**src/rtl/ddr3_axi_memtest.sv**
```systemverilog
`default_nettype none
// ============================================================================
//  Module   : ddr3_axi_memtest
//  Purpose  : Self-contained AXI4 memory test master. A start pulse writes
//             NUM_BURSTS bursts of BURST_LEN 32-bit beats from BASE_ADDR,
//             then reads them back and counts every bad beat or response.
//  Ports    : clk_i, rst_i (sync, active-high), start_i
//             busy_o, done_o, errors_o[15:0] (saturating)
//             AXI write address : outport_awvalid_o/awready_i, awaddr_o, awlen_o
//             AXI write data    : outport_wvalid_o/wready_i, wdata_o, wlast_o
//             AXI write resp    : outport_bvalid_i/bready_o, bresp_i
//             AXI read address  : outport_arvalid_o/arready_i, araddr_o, arlen_o
//             AXI read data     : outport_rvalid_i/rready_o, rdata_i, rresp_i,
//                                 rlast_i
//  Options  : MEMTEST_LFSR_EN - when defined the data pattern is a 32-bit
//             Galois LFSR (x^32+x^22+x^2+x+1, seed 32'hACE1_0001) instead of
//             the byte address of each beat.
//  Revision : 1.0 - initial release
// ============================================================================
module ddr3_axi_memtest #(
  parameter logic [31:0] BASE_ADDR  = 32'h0000_0000,
  parameter int          NUM_BURSTS = 16,
  parameter int          BURST_LEN  = 8
) (
  input  logic        clk_i,
  input  logic        rst_i,
  input  logic        start_i,
  output logic        busy_o,
  output logic        done_o,
  output logic [15:0] errors_o,
  // write address channel
  output logic        outport_awvalid_o,
  input  logic        outport_awready_i,
  output logic [31:0] outport_awaddr_o,
  output logic [7:0]  outport_awlen_o,
  // write data channel
  output logic        outport_wvalid_o,
  input  logic        outport_wready_i,
  output logic [31:0] outport_wdata_o,
  output logic        outport_wlast_o,
  // write response channel
  input  logic        outport_bvalid_i,
  output logic        outport_bready_o,
  input  logic [1:0]  outport_bresp_i,
  // read address channel
  output logic        outport_arvalid_o,
  input  logic        outport_arready_i,
  output logic [31:0] outport_araddr_o,
  output logic [7:0]  outport_arlen_o,
  // read data channel
  input  logic        outport_rvalid_i,
  output logic        outport_rready_o,
  input  logic [31:0] outport_rdata_i,
  input  logic [1:0]  outport_rresp_i,
  input  logic        outport_rlast_i
);

  localparam logic [7:0]  c_last_beat   = 8'(BURST_LEN - 1);
  localparam logic [15:0] c_last_burst  = 16'(NUM_BURSTS - 1);
  localparam logic [31:0] c_burst_bytes = 32'(BURST_LEN * 4);

  typedef enum logic [2:0] {
    S_IDLE    = 3'd0,
    S_WR_ADDR = 3'd1,
    S_WR_DATA = 3'd2,
    S_WR_RESP = 3'd3,
    S_RD_ADDR = 3'd4,
    S_RD_DATA = 3'd5,
    S_DONE    = 3'd6
  } state_t;

  state_t      r_state;
  state_t      w_state_nx;

  logic [15:0] r_burst;
  logic [7:0]  r_beat;
  logic [31:0] r_burst_addr;
  logic [15:0] r_errors;

  logic        w_start;
  logic        w_wbeat_acc;
  logic        w_rbeat_acc;
  logic        w_bresp_acc;
  logic        w_beat_last;
  logic        w_burst_last;
  logic        w_burst_end;
  logic        w_phase_end;
  logic        w_rd_bad;
  logic        w_err_inc;
  logic [31:0] w_pattern;

  assign w_beat_last  = (r_beat == c_last_beat);
  assign w_burst_last = (r_burst == c_last_burst);
  // A burst closes on its write response or on the last counted read beat;
  // rlast_i is only checked, never trusted to terminate the burst.
  assign w_burst_end  = w_bresp_acc || (w_rbeat_acc && w_beat_last);
  assign w_phase_end  = w_burst_end && w_burst_last;

  // --------------------------------------------------------------------------
  // Data pattern generation
  // --------------------------------------------------------------------------
`ifdef MEMTEST_LFSR_EN
  localparam logic [31:0] c_lfsr_seed = 32'hACE1_0001;
  localparam logic [31:0] c_lfsr_taps = 32'h8020_0003;

  logic [31:0] r_lfsr;

  // Reseeded when the write phase starts and again when the read phase
  // starts, so the read expectation replays the exact write sequence.
  always_ff @(posedge clk_i) begin
    if (rst_i) begin
      r_lfsr <= c_lfsr_seed;
    end else if (w_start || (w_bresp_acc && w_burst_last)) begin
      r_lfsr <= c_lfsr_seed;
    end else if (w_wbeat_acc || w_rbeat_acc) begin
      r_lfsr <= {1'b0, r_lfsr[31:1]} ^ (r_lfsr[0] ? c_lfsr_taps : 32'h0);
    end
  end

  assign w_pattern = r_lfsr;
`else
  // Byte address of the current beat; identical for write and read phase.
  assign w_pattern = r_burst_addr + {22'b0, r_beat, 2'b00};
`endif

  // --------------------------------------------------------------------------
  // FSM
  // --------------------------------------------------------------------------
  always_ff @(posedge clk_i) begin
    if (rst_i) begin
      r_state <= S_IDLE;
    end else begin
      r_state <= w_state_nx;
    end
  end

  always_comb begin
    w_state_nx        = r_state;
    w_start           = 1'b0;
    w_wbeat_acc       = 1'b0;
    w_rbeat_acc       = 1'b0;
    w_bresp_acc       = 1'b0;
    outport_awvalid_o = 1'b0;
    outport_wvalid_o  = 1'b0;
    outport_bready_o  = 1'b0;
    outport_arvalid_o = 1'b0;
    outport_rready_o  = 1'b0;
    case (r_state)
      S_IDLE, S_DONE: begin
        if (start_i) begin
          w_start    = 1'b1;
          w_state_nx = S_WR_ADDR;
        end
      end
      S_WR_ADDR: begin
        outport_awvalid_o = 1'b1;
        if (outport_awready_i) begin
          w_state_nx = S_WR_DATA;
        end
      end
      S_WR_DATA: begin
        outport_wvalid_o = 1'b1;
        if (outport_wready_i) begin
          w_wbeat_acc = 1'b1;
          if (w_beat_last) begin
            w_state_nx = S_WR_RESP;
          end
        end
      end
      S_WR_RESP: begin
        outport_bready_o = 1'b1;
        if (outport_bvalid_i) begin
          w_bresp_acc = 1'b1;
          w_state_nx  = w_burst_last ? S_RD_ADDR : S_WR_ADDR;
        end
      end
      S_RD_ADDR: begin
        outport_arvalid_o = 1'b1;
        if (outport_arready_i) begin
          w_state_nx = S_RD_DATA;
        end
      end
      S_RD_DATA: begin
        outport_rready_o = 1'b1;
        if (outport_rvalid_i) begin
          w_rbeat_acc = 1'b1;
          if (w_beat_last) begin
            w_state_nx = w_burst_last ? S_DONE : S_RD_ADDR;
          end
        end
      end
      default: begin
        w_state_nx = S_IDLE;
      end
    endcase
  end

  // --------------------------------------------------------------------------
  // Burst / beat counters and error accumulation
  // --------------------------------------------------------------------------
  assign w_rd_bad  = (outport_rdata_i != w_pattern)
                  || (outport_rresp_i != 2'b00)
                  || (outport_rlast_i != w_beat_last);
  assign w_err_inc = (w_bresp_acc && (outport_bresp_i != 2'b00))
                  || (w_rbeat_acc && w_rd_bad);

  always_ff @(posedge clk_i) begin
    if (rst_i) begin
      r_burst      <= 16'd0;
      r_beat       <= 8'd0;
      r_burst_addr <= BASE_ADDR;
      r_errors     <= 16'd0;
    end else if (w_start) begin
      r_burst      <= 16'd0;
      r_beat       <= 8'd0;
      r_burst_addr <= BASE_ADDR;
      r_errors     <= 16'd0;
    end else begin
      if (w_wbeat_acc || w_rbeat_acc) begin
        r_beat <= w_beat_last ? 8'd0 : r_beat + 8'd1;
      end
      if (w_phase_end) begin
        r_burst      <= 16'd0;
        r_burst_addr <= BASE_ADDR;
      end else if (w_burst_end) begin
        r_burst      <= r_burst + 16'd1;
        r_burst_addr <= r_burst_addr + c_burst_bytes;
      end
      // Saturate rather than wrap so a huge failure count never reads as clean.
      if (w_err_inc && (r_errors != 16'hFFFF)) begin
        r_errors <= r_errors + 16'd1;
      end
    end
  end

  // --------------------------------------------------------------------------
  // Outputs: all payloads come from registers only, so they hold steady for
  // as long as the matching valid waits on a ready.
  // --------------------------------------------------------------------------
  assign busy_o           = (r_state != S_IDLE) && (r_state != S_DONE);
  assign done_o           = (r_state == S_DONE);
  assign errors_o         = r_errors;
  assign outport_awaddr_o = r_burst_addr;
  assign outport_awlen_o  = c_last_beat;
  assign outport_araddr_o = r_burst_addr;
  assign outport_arlen_o  = c_last_beat;
  assign outport_wdata_o  = w_pattern;
  assign outport_wlast_o  = (r_state == S_WR_DATA) && w_beat_last;

endmodule
`default_nettype wire
```
**config.mk**
```make
export PLATFORM = sky130hd
export DESIGN_NAME = ddr3_axi_memtest
export DESIGN_NICKNAME = d
export VERILOG_FILES = /design/src/rtl/ddr3_axi_memtest.sv
export SDC_FILE = /design/constraint.sdc
export NUM_CORES = 1
export LEC_CHECK = 0
export CAP_MARGIN = 20
export CORE_MARGIN = 4
export CORE_UTILIZATION = 65
export DETAILED_ROUTE_END_ITERATION = 10
export DONT_BUFFER_PORTS = 1
export MAX_ROUTING_LAYER = met4
export PLACE_DENSITY = 0.86
export SYNTH_ARGS = -nofsm -noshare
export SYNTH_HDL_FRONTEND = slang
export SYNTH_SLANG_ARGS = --single-unit
```
**constraint.sdc**
```tcl
create_clock -name clk_i -period 4.01 [get_ports clk_i]
set_input_delay 0.401 -clock clk_i [delete_from_list [all_inputs] [get_ports clk_i]]
set_output_delay 0.401 -clock clk_i [all_outputs]
set_load 0.01 [all_outputs]
```
Yosys cells after proc, flatten, opt, wreduce, memory -nomap -nowiden

Cells that the tools add are included.

Word-level logic and storage cells: 75
Output and inout port bits: 136
Input port bits: 45
Bits in registers: 75

Equality and inequality tests: 20
Add/sub/neg operators: 5
Multiplexer cells: 25
Reduce and logical (&&, ||, !) cells: 20

Operator list:

| cell                    | number |
|---|---|
| $add A16 B1 Y16 const B | 2 |
| $add A32 B10 Y32        | 1 |
| $add A32 B6 Y32 const B | 1 |
| $ne A32 B32 Y1          | 1 |
| $mux W3                 | 9 |
| $pmux W3 S6             | 1 |
| $eq A16 B4 Y1 const B   | 1 |
| $ne A16 B16 Y1 const B  | 1 |
| $ne A2 B2 Y1 const B    | 8 |
| $mux W1                 | 13 |
| $eq A3 B3 Y1 const B    | 3 |
| $add A8 B1 Y8 const B   | 1 |
| $eq A8 B3 Y1 const B    | 1 |
| $mux W8                 | 1 |
| $reduce_and A8 Y1       | 1 |
| $logic_and A1 B1 Y1     | 7 |
| $eq A3 B2 Y1 const B    | 2 |
| $logic_or A1 B1 Y1      | 5 |
| $reduce_bool A2 Y1      | 2 |
| $reduce_or A2 Y1        | 2 |
| $eq A3 B1 Y1 const B    | 1 |
| $logic_not A3 Y1        | 1 |
| $ne A3 B3 Y1 const B    | 1 |
| $reduce_bool A3 Y1      | 1 |
| 3 further kinds         | 3 |

Logic depth before layout (Yosys ltp)

Gate-level depths: netlist of run 1.

Word-level depth: 7
Depth in mapped cells: 14

Worst setup path before layout of run 1

Ideal clock, no wire load.

Path kind: reg-to-reg
From: reg r_burst_addr[5], in the netlist outport_araddr_o[5]
To: reg r_errors[1], in the netlist errors_o[1]
Clock period less this slack: 3.193 ns
Cell stages (with the launch flop): 15
Library setup time: 0.070 ns
Setup slack: 0.817 ns
Data arrival time: 3.123 ns
Cells stage by stage: dfxtp_1 ha_1 fa_1 a21oi_1 o22a_1 buf_2 o32ai_1 a311oi_1 o2111ai_1 nor4_1 and4_4 buf_4 buf_4 o21ai_1 a21oi_1

Cells in the longest elaborated chain, start to end: 7

Ends and longest elaborated chain:

| what                     | RTL line | RTL |
|---|---|---|
| start: declaration       | 77       | `logic [31:0] r_burst_addr;` |
| start signal: assignment | 227      | `r_burst_addr <= r_burst_addr + c_burst_bytes;` |
| $add A32 B10 Y32         | 123      | `assign w_pattern = r_burst_addr + {22'b0, r_beat, 2'b00};` |
| $ne A32 B32 Y1           | 201      | `assign w_rd_bad = (outport_rdata_i != w_pattern)` |
| $logic_or A1 B1 Y1       | 202      | `\|\| (outport_rresp_i != 2'b00)` |
| $logic_or A1 B1 Y1       | 203      | `\|\| (outport_rlast_i != w_beat_last);` |
| $logic_and A1 B1 Y1      | 205      | `\|\| (w_rbeat_acc && w_rd_bad);` |
| $logic_or A1 B1 Y1       | 205      |  |
| $logic_and A1 B1 Y1      | 230      | `if (w_err_inc && (r_errors != 16'hFFFF)) begin` |
| end signal: assignment   | 231      | `r_errors <= r_errors + 16'd1;` |
| end: declaration         | 78       | `logic [15:0] r_errors;` |

Every way passes these cells.
A chain may end at the register's enable or synchronous reset.

Final worst setup path of run 1

From: reg r_beat[3]
To: reg r_errors[5], in the netlist errors_o[5]

Cells in the longest elaborated chain, start to end: 7

Ends and longest elaborated chain:

| what                     | RTL line | RTL |
|---|---|---|
| start: declaration       | 76       | `logic [7:0] r_beat;` |
| start signal: assignment | 220      | `r_beat <= w_beat_last ? 8'd0 : r_beat + 8'd1;` |
| $add A32 B10 Y32         | 123      |  |
| $ne A32 B32 Y1           | 201      |  |
| $logic_or A1 B1 Y1       | 202      |  |
| $logic_or A1 B1 Y1 *     | 203      |  |
| $logic_and A1 B1 Y1 *    | 205      |  |
| $logic_or A1 B1 Y1 *     | 205      |  |
| $logic_and A1 B1 Y1 *    | 230      |  |

Every way passes the cells marked *; elsewhere a longest branch is shown, timed or not.

==> reports/summary.txt, run 1 <==
PLACED DESIGN
--------------------------------------------------------------------------------------
DPL Wire Length                                                               11.73 mm
Area post-placement                                                           5384 µm²
Pre-CTS WS                                                                   0.4328 ns
Input/output buffers                                                                 0
Weighted congestion at the end of routability-driven global placement            1.013

STA
--------------------------------------------------------------------------------------
Slew @ Worst Pin                                                             0.8095 ns
Count of final max-slew check failures                                               0
Post-Route Skew                                                             0.01700 ns
Worst slew margin                                                               45.62%
Unrepaired setup endpoints after global routing                                  false
Sum of negative setup slack                                                       0 ns
Period minus WS final                                                         3.739 ns
Final-report setup violation count                                                   0
Final worst setup slack                                                      0.2709 ns
Post-route clock period utilization                                             93.25%
Achievable frequency                                                         267.4 MHz
Hold Worst Slack                                                            0.09983 ns
Number of hold-slack violations in the final timing report                           0

SYNTH
--------------------------------------------------------------------------------------
Number of enable-type register cells in the synthesized netlist                      0
Share of flip-flops with an asynchronous set or reset after synthesis               0%
Sequential cell area fraction in the yosys report                               24.65%
Primary FF master, synth                                                  sky130_fd_sc_hd__dfxtp_1
Commonest cells in the synthesized netlist                                70 x sky130_fd_sc_hd__dfxtp_1, 68 x sky130_fd_sc_hd__nor2_1, 61 x sky130_fd_sc_hd__buf_4
Warning count from the yosys run                                                     0
Number of distinct library cells after synthesis                                    75
Gate count of the mapped netlist                                                   717
Average instance area after synthesis                                        7.928 µm²
Post-synth top area cell                                                  sky130_fd_sc_hd__dfxtp_1
Synthesis-stage register bit count                                                  70
Synth top area cells                                                      sky130_fd_sc_hd__dfxtp_1 25%, sky130_fd_sc_hd__buf_4 8.1%, sky130_fd_sc_hd__xnor2_1 7.2%, sky130_fd_sc_hd__xor2_1 6.3%, sky130_fd_sc_hd__nor2_1 4.5%
Post-synth top area share                                                       24.65%
Post-Synthesis Cell Area                                                      5684 µm²
Most common cell in the synthesized netlist                               sky130_fd_sc_hd__dfxtp_1

WORST SETUP PATH
--------------------------------------------------------------------------------------
Setup slack on the worst flop-to-flop path                                     0.27 ns
Max FO, Critical Path                                                               30
Kind of end point of the critical path                                       flip-flop
CP required                                                                    4.31 ns
CP top delay family                                                       compound AO/OA/AOI/OAI gates
Number of buffer and inverter instances along the worst setup path                   1
Worst setup SP type                                                          flip-flop
Stage delay of the slowest cell on the critical path                           0.48 ns
R2R depth                                                                           12
End of the worst register-to-register path                                 errors_o[5]
Worst setup startpoint                                                       r_beat[3]
Most used cell along the critical path                                    sky130_fd_sc_hd__a21oi_1
Worst path slowest cell                                                   sky130_fd_sc_hd__and4_4
Cells along the critical path                                             ha_1, fa_1, a21oi_1, o22a_1, buf_4, nor4_4, xor2_1, o21ai_0, nor4b_1, and4_4, o31ai_1, a21oi_1
Kind of critical path                                                     flip-flop to flip-flop
Launch instance of the worst register-to-register path                       r_beat[3]
Arrival @ worst endpoint                                                       4.03 ns

CLOCK NETWORK
--------------------------------------------------------------------------------------
Number of buffers added to fix hold violations after cts                             0
Worst skew pair latency                                                        0.37 ns
Maximum buffer depth of the clock tree                                               2
Setup Fix Bufs, Post-CTS                                                             0
Number of clock buffers inserted by TritonCTS                                        9
Clock slew at the register clock pins of the worst setup and hold paths        0.09 ns
Clock tree from TritonCTS                                                          yes
Total clock sinks                                                                   70
Resize count post-CTS                                                                0
Clock root cell                                                           sky130_fd_sc_hd__clkbuf_8
Count of H-tree levels built during CTS                                              3

DRT
--------------------------------------------------------------------------------------
Number of vias in the routed layout                                               5160
Initial DRC count                                                                  451
Routed wire per std cell                                                      19.83 µm
Via density                                                                      6.615
Number of nets with antenna violations after detailed routing                        0
Post-route DRC violation count                                                       0
Overall routed net length                                                     15.47 mm
Number of detailed-routing iterations run before antenna repair                      6

POWER
--------------------------------------------------------------------------------------
Highest ir drop seen on vdd                                                  0.2399 mV
Pwr dens                                                                  286.5 nW/µm²
Leakage                                                                    0.002011 µW

FINISH
--------------------------------------------------------------------------------------
Final core utilization                                                          67.09%
Reg area                                                                      1401 µm²
Multi-input logic area                                                        3664 µm²
Share of layout cells above drive strength 1                                    8.148%
Final standard cell area without fillers                                      5595 µm²
Area added between synthesis and finish                                        -1.563%
ANT cells                                                                            0
Filler Cell Count                                                                  710
Post-layout nets                                                                   726

DIE
--------------------------------------------------------------------------------------
Floorplan row count                                                                 33
Standard cell core area                                                       8341 µm²
Full die area                                                                10310 µm²
Top-level port count                                                               181
Initial core utilization                                                        68.15%
Y dimension of the die                                                        101.5 µm
DIE WIDTH                                                                     101.5 µm

GLOBAL ROUTING
--------------------------------------------------------------------------------------
Number of global-route vias before repair                                         4770
Number of antenna violations at the first check in global routing                    0
All-layer global routing usage                                                  30.26%
Maximum number of pins on one net before global-route repair                        44
Wire length of the first global-routing pass                                  24.08 mm
Leftover overflow at the end of global routing                                       0

OUTCOME
--------------------------------------------------------------------------------------
Status                                                                    finished, final reports clean

WORST HOLD PATH
--------------------------------------------------------------------------------------
Path category of the worst min-delay check                                primary input to flip-flop
Beginning of the worst hold path                                                 rst_i
Number of cells traversed by the worst hold path                                     1
Hold endpoint                                                               r_state[0]

RUN
--------------------------------------------------------------------------------------
Max Cap Violations                                                                   0

## through the flow
| stage | cells | power (µW) |
|---|---|---|
| CTS | 779 | 1599 |
| finish | 780 | 1603 |
| floorplan | 743 | 969.4 |
| global route | 780 | 1672 |
| global placement | 763 | 988.3 |
| detailed placement | 763 | 997.7 |
## how the worst max path moves through the flow
| stage | end | slack [ns] | depth (start not counted) |
|---|---|---|---|
| 2_1_floorplan | errors_o[1] | 0.82 | 14 |
| 3_3_place_gp | errors_o[15] | 0.47 | 12 |
| 3_5_place_dp | errors_o[5] | 0.43 | 12 |
| 4_1_cts | errors_o[5] | 0.40 | 12 |
| 5_1_grt | errors_o[5] | 0.09 | 11 |
| 6_report | errors_o[5] | 0.27 | 12 |
## placed cells by master, fill, tap and decap left out, drive strengths merged, types with 23 or more instances in the layout
cell type	Yosys	routed
conb	2	28
nand4	23	23
nand2	53	53
xnor2	47	47
a21oi	40	40
dfxtp	70	70
o21ai	23	23
xor2	41	41
nor2	68	68
nand3	33	33
## cell families (layout without fill, tap and decap cells)
logic type,Yosys count,after routing,share of synthesized area [%]
and+or+nand+nor,293,293,28.55
AOI/OAI and AO/OA,127,127,15.83
buffers and inverters,117,49,12.68
xor gates and xnor gates,90,90,14.35
DFF,70,70,24.65
adders and majority gates,11,11,2.553
muxes,7,7,1.255
other,2,28,0.1321
## final cells by class
type                    instances  area share, %
clock buffers                  10          2.460
clock inverters                 6          1.230
inverters                      14         0.9392
multi-input cells             556          65.47
flip-flops and latches         70          25.04
well taps                     105          2.348
repair buffers                 19          2.504
## registers in the layout, summed over array words and instances, names as in the netlist
register,flops
outport_araddr_o,27
errors_o,16
r_burst,16
r_beat,8
r_state,3
## power by group
| part | internal [µW] | leakage [µW] | total [µW] | switching [µW] |
|---|---|---|---|---|
| combinational | 89.1 | 0.00134 | 258 | 169 |
| clock | 308 | 0.000103 | 611 | 304 |
| sequential | 704 | 0.000564 | 733 | 28.8 |
## per-layer routing
layer,GRT usage [%],part of all wire [%]
met1,38.29,41
met2,45.27,45
met3,9.435,12
met4,11.25,3.0
met5,-,0
No activity file was read; power rests on OpenSTA's default activity.
==> run 2: changes to the inputs <==
- CORE_UTILIZATION: 65 -> 53
- HOLD_SLACK_MARGIN: not set -> 0.15
- PLACE_DENSITY: 0.86 -> 0.73
==> run 2 against run 1 <==
Hold slack improved by 0.19 ns. Fmax rose by 5.1%. Via count fell by 1.1%. Cell area rose by 2.1%. Die area rose by 21%. First-iteration DRC count rose by 25%. Combinational power rose by 4%. Largest cell class unchanged. Critical path depth fell by 3. Critical endpoint is now errors_o[8].
==> reports/summary.txt, run 2 (synthesis gave the netlist of run 1 again) <==
DRT
--------------------------------------------------------------------------------------
Via density                                                                      6.238   -5.7%
Initial DRC count                                                                  564   +25%
Number of nets with antenna violations after detailed routing                        0   unchanged
Number of vias in the routed layout                                               5103   -1.1%
Routed wire per std cell                                                      19.82 µm   about the same
Overall routed net length                                                     16.22 mm   +4.8%
Number of detailed-routing iterations run before antenna repair                      5   -1
Post-route DRC violation count                                                       0   unchanged

WORST SETUP PATH
--------------------------------------------------------------------------------------
Stage delay of the slowest cell on the critical path                           0.73 ns   +0.25 ns
Worst path slowest cell                                                   sky130_fd_sc_hd__dfxtp_1
Kind of end point of the critical path                                       flip-flop
Setup slack on the worst flop-to-flop path                                     0.45 ns   +0.18 ns
Worst setup SP type                                                          flip-flop
Max FO, Critical Path                                                               30   unchanged
Number of buffer and inverter instances along the worst setup path                   0   -1
Arrival @ worst endpoint                                                       3.78 ns   -0.25 ns
R2R depth                                                                            9   -3
Cells along the critical path                                             nand4_1, or4_4, nor4_4, xnor2_1, nand2_1, nor4_1, and4_4, or4_1, a21oi_1
Kind of critical path                                                     flip-flop to flip-flop
End of the worst register-to-register path                                 errors_o[8]
CP top delay family                                                       simple AND/OR/NAND/NOR gates
Launch instance of the worst register-to-register path                    outport_araddr_o[20]
CP required                                                                    4.23 ns   -0.08 ns

POWER
--------------------------------------------------------------------------------------
Leakage                                                                    0.002063 µW   +2.6%
Combinational group share of total power                                         16.2%   about the same
Highest ir drop seen on vdd                                                  0.3190 mV   +33%
Switch Pwr                                                                    496.3 µW   -1.1%
Design internal power                                                          1164 µW   +5.7%
Clock network power share                                                        39.6%   +1.5 points
Reg power frac                                                                   44.2%   -1.5 points
Switching power share of the total                                              29.90%   -1.4 points
Pwr dens                                                                  290.6 nW/µm²   +1.4%

STA
--------------------------------------------------------------------------------------
Sum of negative setup slack                                                       0 ns   unchanged
Unrepaired setup endpoints after global routing                                  false
Period minus WS final                                                         3.557 ns   -0.1825 ns
Worst slew margin                                                               46.29%   +0.67 points
Final-report setup violation count                                                   0   unchanged
Slew @ Worst Pin                                                             0.7995 ns   -0.009980 ns
Number of hold-slack violations in the final timing report                           0   unchanged
Post-Route Skew                                                             0.01247 ns   -0.004528 ns
Achievable frequency                                                         281.2 MHz   +5.1%
Post-route clock period utilization                                             88.69%   -4.6 points
Count of final max-slew check failures                                               0   unchanged

FINISH
--------------------------------------------------------------------------------------
ANT cells                                                                            0   unchanged
Filler Cell Count                                                                 1003   +41%
Most frequent cells in the layout                                         70 x sky130_fd_sc_hd__dfxtp_1, 68 x sky130_fd_sc_hd__nor2_1, 53 x sky130_fd_sc_hd__nand2_1
Final core utilization                                                          55.09%   -12 points
Max reg flops                                                                       27   unchanged
Post-layout nets                                                                   734   +1.1%
Area added between synthesis and finish                                        0.5063%
Number of standard cells in the final layout excluding fillers                     818   +4.9%
Commonest non-fill, non-tap cell in the layout                            sky130_fd_sc_hd__dfxtp_1
Share of layout cells above drive strength 1                                    9.091%   +0.94 points

DIE
--------------------------------------------------------------------------------------
Floorplan row count                                                                 37   +12%
Top-level port count                                                               181   unchanged
Initial core utilization                                                        54.81%   -13 points
Full die area                                                                12450 µm²   +21%
DIE WIDTH                                                                     111.6 µm   +9.9%
Y dimension of the die                                                        111.6 µm   +9.9%
Standard cell core area                                                      10370 µm²   +24%

CLOCK NETWORK
--------------------------------------------------------------------------------------
Worst skew pair latency                                                        0.36 ns   about the same
Total clock sinks                                                                   70   unchanged
Count of H-tree levels built during CTS                                              3   unchanged
Setup Fix Bufs, Post-CTS                                                             0   unchanged
Clock slew at the register clock pins of the worst setup and hold paths        0.08 ns   about the same
Clock root cell                                                           sky130_fd_sc_hd__clkbuf_8
Clock tree from TritonCTS                                                          yes
Number of clock buffers inserted by TritonCTS                                        9   unchanged
Maximum buffer depth of the clock tree                                               2   unchanged

GLOBAL ROUTING
--------------------------------------------------------------------------------------
Number of antenna violations at the first check in global routing                    0   unchanged
Leftover overflow at the end of global routing                                       0   unchanged
Maximum number of pins on one net before global-route repair                        44   unchanged
Wire length of the first global-routing pass                                  25.23 mm   +4.8%
All-layer global routing usage                                                  25.67%   -4.6 points
Number of global-route vias before repair                                         4637   -2.8%

PLACED DESIGN
--------------------------------------------------------------------------------------
Weighted congestion at the end of routability-driven global placement           0.9171   -9.5%
DPL Wire Length                                                               12.39 mm   +5.7%
Total placed cells including tap cells                                             802   +5.1%
Input/output buffers                                                                 0   unchanged

OUTCOME
--------------------------------------------------------------------------------------
Status                                                                    finished, final reports clean

WORST HOLD PATH
--------------------------------------------------------------------------------------
Number of cells traversed by the worst hold path                                     3   +2
Path category of the worst min-delay check                                primary input to flip-flop
Beginning of the worst hold path                                          outport_wready_i
Hold endpoint                                                                r_beat[1]

RUN
--------------------------------------------------------------------------------------
Max Cap Violations                                                                   0   unchanged

[run 2: what timing repair did]
action	CTS	global route
hold endpoints to repair	3	0
hold buffers	1	0
gates resized for setup	0	1
endpoints found under the setup margin	0	1
[run 2: routing by layer]
metal  track usage [%]  part of all wire (%)  vias up  wire [µm]
met3             6.793                   8.6       44       1389
met1             33.67                    43     2454       6936
met2             38.16                    46      208       7427
met5                 -                     0        -          0
li1                  -                     -     2397          -
met4             9.246                   2.8        0        462
[run 2: area by class of cell]
cell class | count | area (µm²) | share of cell area, %
multi-input cells | 556 | 3665 | 64.15
flip-flops and latches | 70 | 1401 | 24.53
repair buffers | 27 | 205.2 | 3.592
well taps | 136 | 170.2 | 2.979
clock buffers | 10 | 137.6 | 2.409
clock inverters | 5 | 81.33 | 1.424
inverters | 14 | 52.55 | 0.9198
[run 2: power groups by stage]
stage	Combinational, µW	Sequential, µW	Clock (µW)
4_1_cts	266	732	669
3_3_place_gp	257	747	0
2_1_floorplan	242	727	0
5_1_grt	300	737	695
6_report	269	733	657
3_5_place_dp	263	749	0
[run 2: stage by stage]
step | setup slack (ns) | hold WS, ns | total power [µW] | cell area, µm²
global route | 0.2204 | 0.3245 | 1732 | 5713
detailed placement | 0.2944 | 0.4723 | 1012 | 5483
finish | 0.4534 | 0.2941 | 1660 | 5713
CTS | 0.2810 | 0.2767 | 1667 | 5712
global placement | 0.3576 | 0.4609 | 1004 | 5483
floorplan | 0.8169 | 0.4492 | 969.4 | 5782
[run 2: tightest hold or removal path: stages]
cell and delay [ns]:
sky130_fd_sc_hd__a21oi_1 0.08, sky130_fd_sc_hd__nand2_1 0.08, sky130_fd_sc_hd__a21oi_1 0.05
[run 2: how the worst max path moves through the flow]
stage,from,to,slack [ns],cells past startpoint
floorplan,outport_araddr_o[5],errors_o[1],0.82,14
global placement,r_beat[3],errors_o[15],0.36,11
detailed placement,r_beat[3],errors_o[8],0.29,11
CTS,r_beat[3],errors_o[8],0.28,11
global route,r_beat[3],errors_o[3],0.22,11
finish,outport_araddr_o[20],errors_o[8],0.45,9
